## src/rtl/press_meas.sv

```systemverilog
// Pulse-width measurement behind the glitch filter: times each high pulse of i,
// emits a short/long classified event and a one-shot long-press notification.
module press_meas #(
    parameter int W       = 16,
    parameter int LONG_TH = 1000
) (
    input  logic         clk,
    input  logic         rst_n,
    input  logic         i,
    output logic         evt_valid,
    input  logic         evt_ready,
    output logic [W-1:0] evt_len,
    output logic         evt_long,
    output logic         lp_hit,
    output logic         drop,
    input  logic         clr_drop
);

    // state | meaning
    // IDLE  | level low, waiting for the next high sample
    // MEAS  | level high, cnt holds the high samples seen so far
    typedef enum logic {
        IDLE = 1'b0,
        MEAS = 1'b1
    } state_t;

    localparam logic [W-1:0] CNT_MAX = '1;
    localparam logic [W-1:0] ONE     = W'(1);
    localparam logic [W-1:0] TH      = W'(LONG_TH);

    state_t       state;
    state_t       state_nxt;
    logic [W-1:0] cnt;
    logic [W-1:0] cnt_nxt;
    logic [W-1:0] cnt_inc;
    logic         lp_nxt;
    logic         complete;
    logic         pop;
    logic         load;

    assign cnt_inc = cnt + ONE;
    assign pop     = evt_valid && evt_ready;
    assign load    = complete && (!evt_valid || evt_ready);

    always_comb begin
        state_nxt = state;
        cnt_nxt   = cnt;
        lp_nxt    = 1'b0;
        complete  = 1'b0;
        case (state)
            IDLE: begin
                if (i) begin
                    state_nxt = MEAS;
                    cnt_nxt   = ONE;
                    lp_nxt    = (TH == ONE);
                end
            end
            MEAS: begin
                if (i) begin
                    // Once saturated the count stops, so the threshold match cannot recur.
                    if (cnt != CNT_MAX) begin
                        cnt_nxt = cnt_inc;
                        lp_nxt  = (cnt_inc == TH);
                    end
                end else begin
                    complete  = 1'b1;
                    cnt_nxt   = '0;
                    state_nxt = IDLE;
                end
            end
            default: begin
                state_nxt = IDLE;
                cnt_nxt   = '0;
            end
        endcase
    end

    always_ff @(posedge clk or negedge rst_n) begin
        if (!rst_n) begin
            state     <= IDLE;
            cnt       <= '0;
            lp_hit    <= 1'b0;
            evt_valid <= 1'b0;
            evt_len   <= '0;
            evt_long  <= 1'b0;
            drop      <= 1'b0;
        end else begin
            state  <= state_nxt;
            cnt    <= cnt_nxt;
            lp_hit <= lp_nxt;

            if (load) begin
                evt_valid <= 1'b1;
                evt_len   <= cnt;
                evt_long  <= (cnt >= TH);
            end else if (pop) begin
                evt_valid <= 1'b0;
            end

            // A lost event in the same cycle as a clear keeps the flag set.
            if (complete && evt_valid && !evt_ready) begin
                drop <= 1'b1;
            end else if (clr_drop) begin
                drop <= 1'b0;
            end
        end
    end

endmodule

```

## config.mk

```make
export PLATFORM = sky130hd
export DESIGN_NAME = press_meas
export DESIGN_NICKNAME = d
export VERILOG_FILES = /design/src/rtl/press_meas.sv
export SDC_FILE = /design/constraint.sdc
export NUM_CORES = 1
export LEC_CHECK = 0
export ABC_AREA = 1
export CAP_MARGIN = 20
export CORE_MARGIN = 4
export CORE_UTILIZATION = 44
export CTS_BUF_LIST = sky130_fd_sc_hd__clkbuf_4
export DETAILED_ROUTE_END_ITERATION = 16
export PLACE_DENSITY_LB_ADDON = 0.15
export SLEW_MARGIN = 30
export SYNTH_ARGS = -nofsm -noshare
export SYNTH_HDL_FRONTEND = slang
export SYNTH_SLANG_ARGS = --single-unit
```

## constraint.sdc

```tcl
create_clock -name clk -period 2.03 [get_ports clk]
set_clock_uncertainty 0.05 [all_clocks]
set_input_delay 0.5075 -clock clk [delete_from_list [all_inputs] [get_ports clk]]
set_output_delay 0.5075 -clock clk [all_outputs]
set_load 0.01 [all_outputs]
```

Word level (Yosys, flattened, before mapping) --
Cells that the tools add are included.
Operators by class: $add $sub $neg 1, magnitude comparators 1, eq/ne operators 4, muxes and demuxes 14, bitwise gates (word level) 1, reduce and logical (&&, ||, !) cells 10
Operators with widths (count):
- 2-to-1 mux 16 bit | 3
- case mux 16 bit (2 select lines) | 1
- adder 16 x 1 -> 16 bit (second input constant) | 1
- equality test 16 x 10 -> 1 bit (second input constant) | 1
- >= comparator 16 x 10 -> 1 bit (second input constant) | 1
- inequality test 16 bit (second input constant) | 1
- 2-to-1 mux 1 bit | 9
- logical AND 1 bit | 4
- nonzero test 2 bit | 2
- inequality test 3 x 2 -> 1 bit (second input constant) | 1
- zero test 1 bit | 2
- inequality test 2 bit (second input constant) | 1
- case mux 1 bit (2 select lines) | 1
- AND reduction 2 bit | 1
- logical OR 1 bit | 1
- inverter 1 bit | 1
Word-level totals: register bits after elaboration 37, word-level logic and storage cells 38

Depth between registers and ports, before layout --
depth in word-level cells 5, mapped depth 10, mapped depth without buffers 10

Least setup slack after synthesis --
OpenSTA, ideal clock, no wires.
path type register to register, from reg cnt[0], to reg cnt[14], library setup time 119 ps, data arrival time 1366 ps, data required time 1861 ps, slack 495 ps, stages on the path, launching flop included 10, path buffers 1, path through dfrtp_1 > ha_1 > nand3_1 > nor2_1 > nand3_1 > nand2_1 > inv_2 > buf_2 > nand2_1 > o21ai_2
On the way: cells in the longest elaborated chain, start to end 4
RTL lines:
- start: declaration | line 33 | logic [W-1:0] cnt;
- start signal: assignment | line 89 | cnt <= cnt_nxt;
- adder 16 x 1 -> 16 bit | line 41 | assign cnt_inc = cnt + ONE;
- 2-to-1 mux 16 bit | line 61 | if (cnt != CNT_MAX) begin
- 2-to-1 mux 16 bit | line 59 | if (i) begin
- case mux 16 bit (2 select lines) | line 50 | case (state)
Several ways; a longest one is shown, not always the timed one. The select of a mux whose other input is x is not followed. A chain may end at the register's enable or synchronous reset.

Worst setup path in the final report --
from reg cnt[0], to reg cnt[4]
Same word-level chain as after synthesis.

==> impl_metrics.tcl <==
set metrics [dict create \
    netlist_area_um2 1870 \
    cp-end-kind "flip-flop" \
    die-area_um2 5370 \
    routed_wl_um 4120 \
    min_period_ns 1.83 \
    final_cell_area_um2 2250 \
    ctsHoldBuffers 0 \
    clock_sink_count 37 \
    drive_above_1_share_pct 8.60 \
    cts_root_buffer "clkbuf_4" \
    io_pins 25 \
    cp_common_cell "nand2_2" \
    grt_pass1_vias 1530 \
    drc 0 \
    rows 23 \
    synthFlopType "dfrtp_1" \
    area_growth_pct 20.0 \
    ys_types 23 \
    cp_data_arrival_time_ns 2.04 \
    ir_drop_mv 0.242 \
    critPathMaxStageDelay_ns 0.42 \
    fmax_mhz 546 \
    hold_viol_final 0 \
    antenna_found_initial 0 \
    leakagePower_nw 0.986 \
    vias 1630 \
    critical_path_class "reg -> reg" \
    grt_max_degree 38 \
    worstPathCellList "ha_1, nand3_1, nor2_1, nand4_1, nand2_2, nand2_2, o21ai_0" \
    dpl.cell_count 321 \
    synth-seq-area-share_pct 49.4 \
    relSlewSlack_pct 78.8 \
    crit_fanout 14 \
    finalCritPeriodShare_pct 90.2 \
    postPlaceCellArea_um2 2190 \
    cap_viol_max_count 0 \
    start_util_pct 46.2 \
    yosysTopAreaCellShare_pct 49.4 \
    startpoint "cnt[0]" \
    grt_pass1_wl_um 7090 \
    ys_top_cells_by_area "dfrtp_1 49%, nand2_1 16%, o21ai_0 6.1%" \
    drtAntennaViolNets 0 \
    drtIter0Drc 147 \
    async_flop_share_pct 100 \
    synth_edf_count 0 \
    rsz0062_at_grt "no" \
    nets 285 \
    status "finished, final reports clean" \
    p_per_area_nw_per_um2 590 \
    fin_cells 329 \
    r2r_slack_ns 0.20 \
    overflow 0 \
    r2r.worst_path.cells 7 \
    tritoncts "done" \
    hold_path.class "in -> async" \
    gp_congestion 0.851 \
    vias_per_cell 4.95 \
    clk_pin_slew_ns 0.11 \
    post-cts-setup-buffer-count 0 \
    fp.dieH_um 73.3 \
    post-synth-top-area-cell "dfrtp_1" \
    setup_viol 0 \
    wl_per_cell_um 12.5 \
    clock_path_buffers 2 \
    grt_usage_pct 17.4 \
    finalPower_mw 1.33 \
    layout_setup_ws_ns 0.198 \
    die_w_um 73.3 \
    reg2reg_from "cnt[0]" \
    start_kind "flip-flop" \
    first_pass_iters 4 \
    yosysWarnings 0 \
    cp_slowest_cell "dfrtp_1" \
    synth-seq-cells 37 \
    coreArea_um2 4060 \
    dpl.hpwl_um 3080 \
    required_ns 2.24 \
    synth.avg_cell_area_um2 7.56 \
    synth_cells 248 \
    pre_cts_slack_ns 0.105 \
    diodes 0 \
    tightest_slew_ns 0.317 \
    htree_levels 2 \
    clk_latency_ns 0.34 \
    syn_nets 255 \
    slew_viol_final 0 \
    cts_buffers 5 \
    setup_tns_ns 0 \
    port-buffer-count 24 \
]
==> power breakdown <==
group | internal, mW | leakage (nW) | total, mW | switching, mW
Clock | 0.145 | 0.0354 | 0.391 | 0.246
Combinational | 0.0674 | 0.448 | 0.151 | 0.0833
Sequential | 0.764 | 0.503 | 0.785 | 0.0204
Total | 0.977 | 0.986 | 1.33 | 0.349
==> kinds of logic (layout without fill, tap and decap cells) <==
family                   after synthesis  count (layout)  share of synthesized area (%)
flip-flops                            37              37                           49.4
AO/OA/AOI/OAI                         37              37                           10.6
AND/OR/NAND/NOR                      141             141                           31.7
adder cells (fa/ha/maj)                2               2                           1.33
buffers and inverters                 31              62                           6.94
==> final cells by class <==
type,count,area [um^2]
tap,50,62.6
timing repair buffer,29,285
inverter,25,93.8
multi-input combinational,180,826
fill,390,1810
sequential,37,926
clock inverter,2,10.0
clock buffer,6,45.0
==> routing by layer <==
| layer | part of all wire, % | wire length, um | global-route usage (%) |
|---|---|---|---|
| met2 | 43 | 1780 | 27.6 |
| met4 | 1.8 | 76 | 7.38 |
| met3 | 5.8 | 239 | 2.87 |
| met5 | 0 | 0 | 0 |
| met1 | 49 | 2020 | 23.5 |
==> worst paths after layout <==
path	to
setup / recovery	cnt[4]
hold / removal	evt_len[1]
setup reg to reg	cnt[4]
hold reg to reg	evt_len[2]
max in group asynchronous	state
min in group clk	evt_len[2]
==> registers in the layout (all words and copies together) (netlist names) <==
signal     count
evt_valid      1
cnt           16
evt_len       16
drop           1
evt_long       1
lp_hit         1
state          1
==> cells in the final DEF (no fill, tap or decap) <==
cell | netlist | final
buf_2 | 2 | 1
nor2_2 | 3 | 3
o32ai_1 | 1 | 1
inv_1 | 24 | 24
nand3_1 | 17 | 17
nand4_1 | 7 | 7
o21bai_1 | 1 | 1
a31oi_1 | 1 | 1
clkbuf_4 | 0 | 6
nand2_1 | 79 | 79
o21ai_1 | 9 | 10
o211ai_1 | 1 | 1
dfrtp_1 | 37 | 37
ha_1 | 2 | 2
inv_2 | 1 | 1
nor2_4 | 1 | 2
nor2_1 | 28 | 27
o21ai_0 | 23 | 22
buf_12 | 0 | 1
nand2_2 | 3 | 3
nor3_1 | 3 | 3
o21ai_2 | 1 | 1
clkdlybuf4s50_1 | 0 | 23
buf_4 | 1 | 4
clkinv_2 | 0 | 2
==> stage by stage <==
stage / utilization (%) / hold slack (ns)
2_1_floorplan: - / 0.162
3_3_place_gp: 53.9 / 0.403
3_5_place_dp: 53.9 / 0.410
4_1_cts: 55.2 / 0.0678
5_1_grt: 55.4 / 0.0668
6_report: 55.4 / 0.0629
==> cell usage after synthesis, types with 2 or more instances <==
| cell type | n |
|---|---|
| o21ai_1 | 9 |
| o21ai_0 | 23 |
| ha_1 | 2 |
| clkbuf_1 | 2 |
| nor2_2 | 3 |
| nor2_1 | 28 |
| nor3_1 | 3 |
| nand2_2 | 3 |
| inv_1 | 24 |
| nand4_1 | 7 |
| buf_2 | 2 |
| dfrtp_1 | 37 |
| nand3_1 | 17 |
| nand2_1 | 79 |
==> worst max-delay path, delay by kind of cell, from the launching register on <==
kind / cells / cell delay (ns)
and+or+nand+nor: 5 / 0.80
adders and majority gates: 1 / 0.25
DFF: 1 / 0.42
AOI/OAI and AO/OA: 1 / 0.22
==> what timing repair did <==
item                                    4_1_cts  5_1_grt
resized for setup                             0        3
endpoints found under the setup margin        0        2
endpoints found under the hold margin         0        0
(Power assumes the default switching activity.)
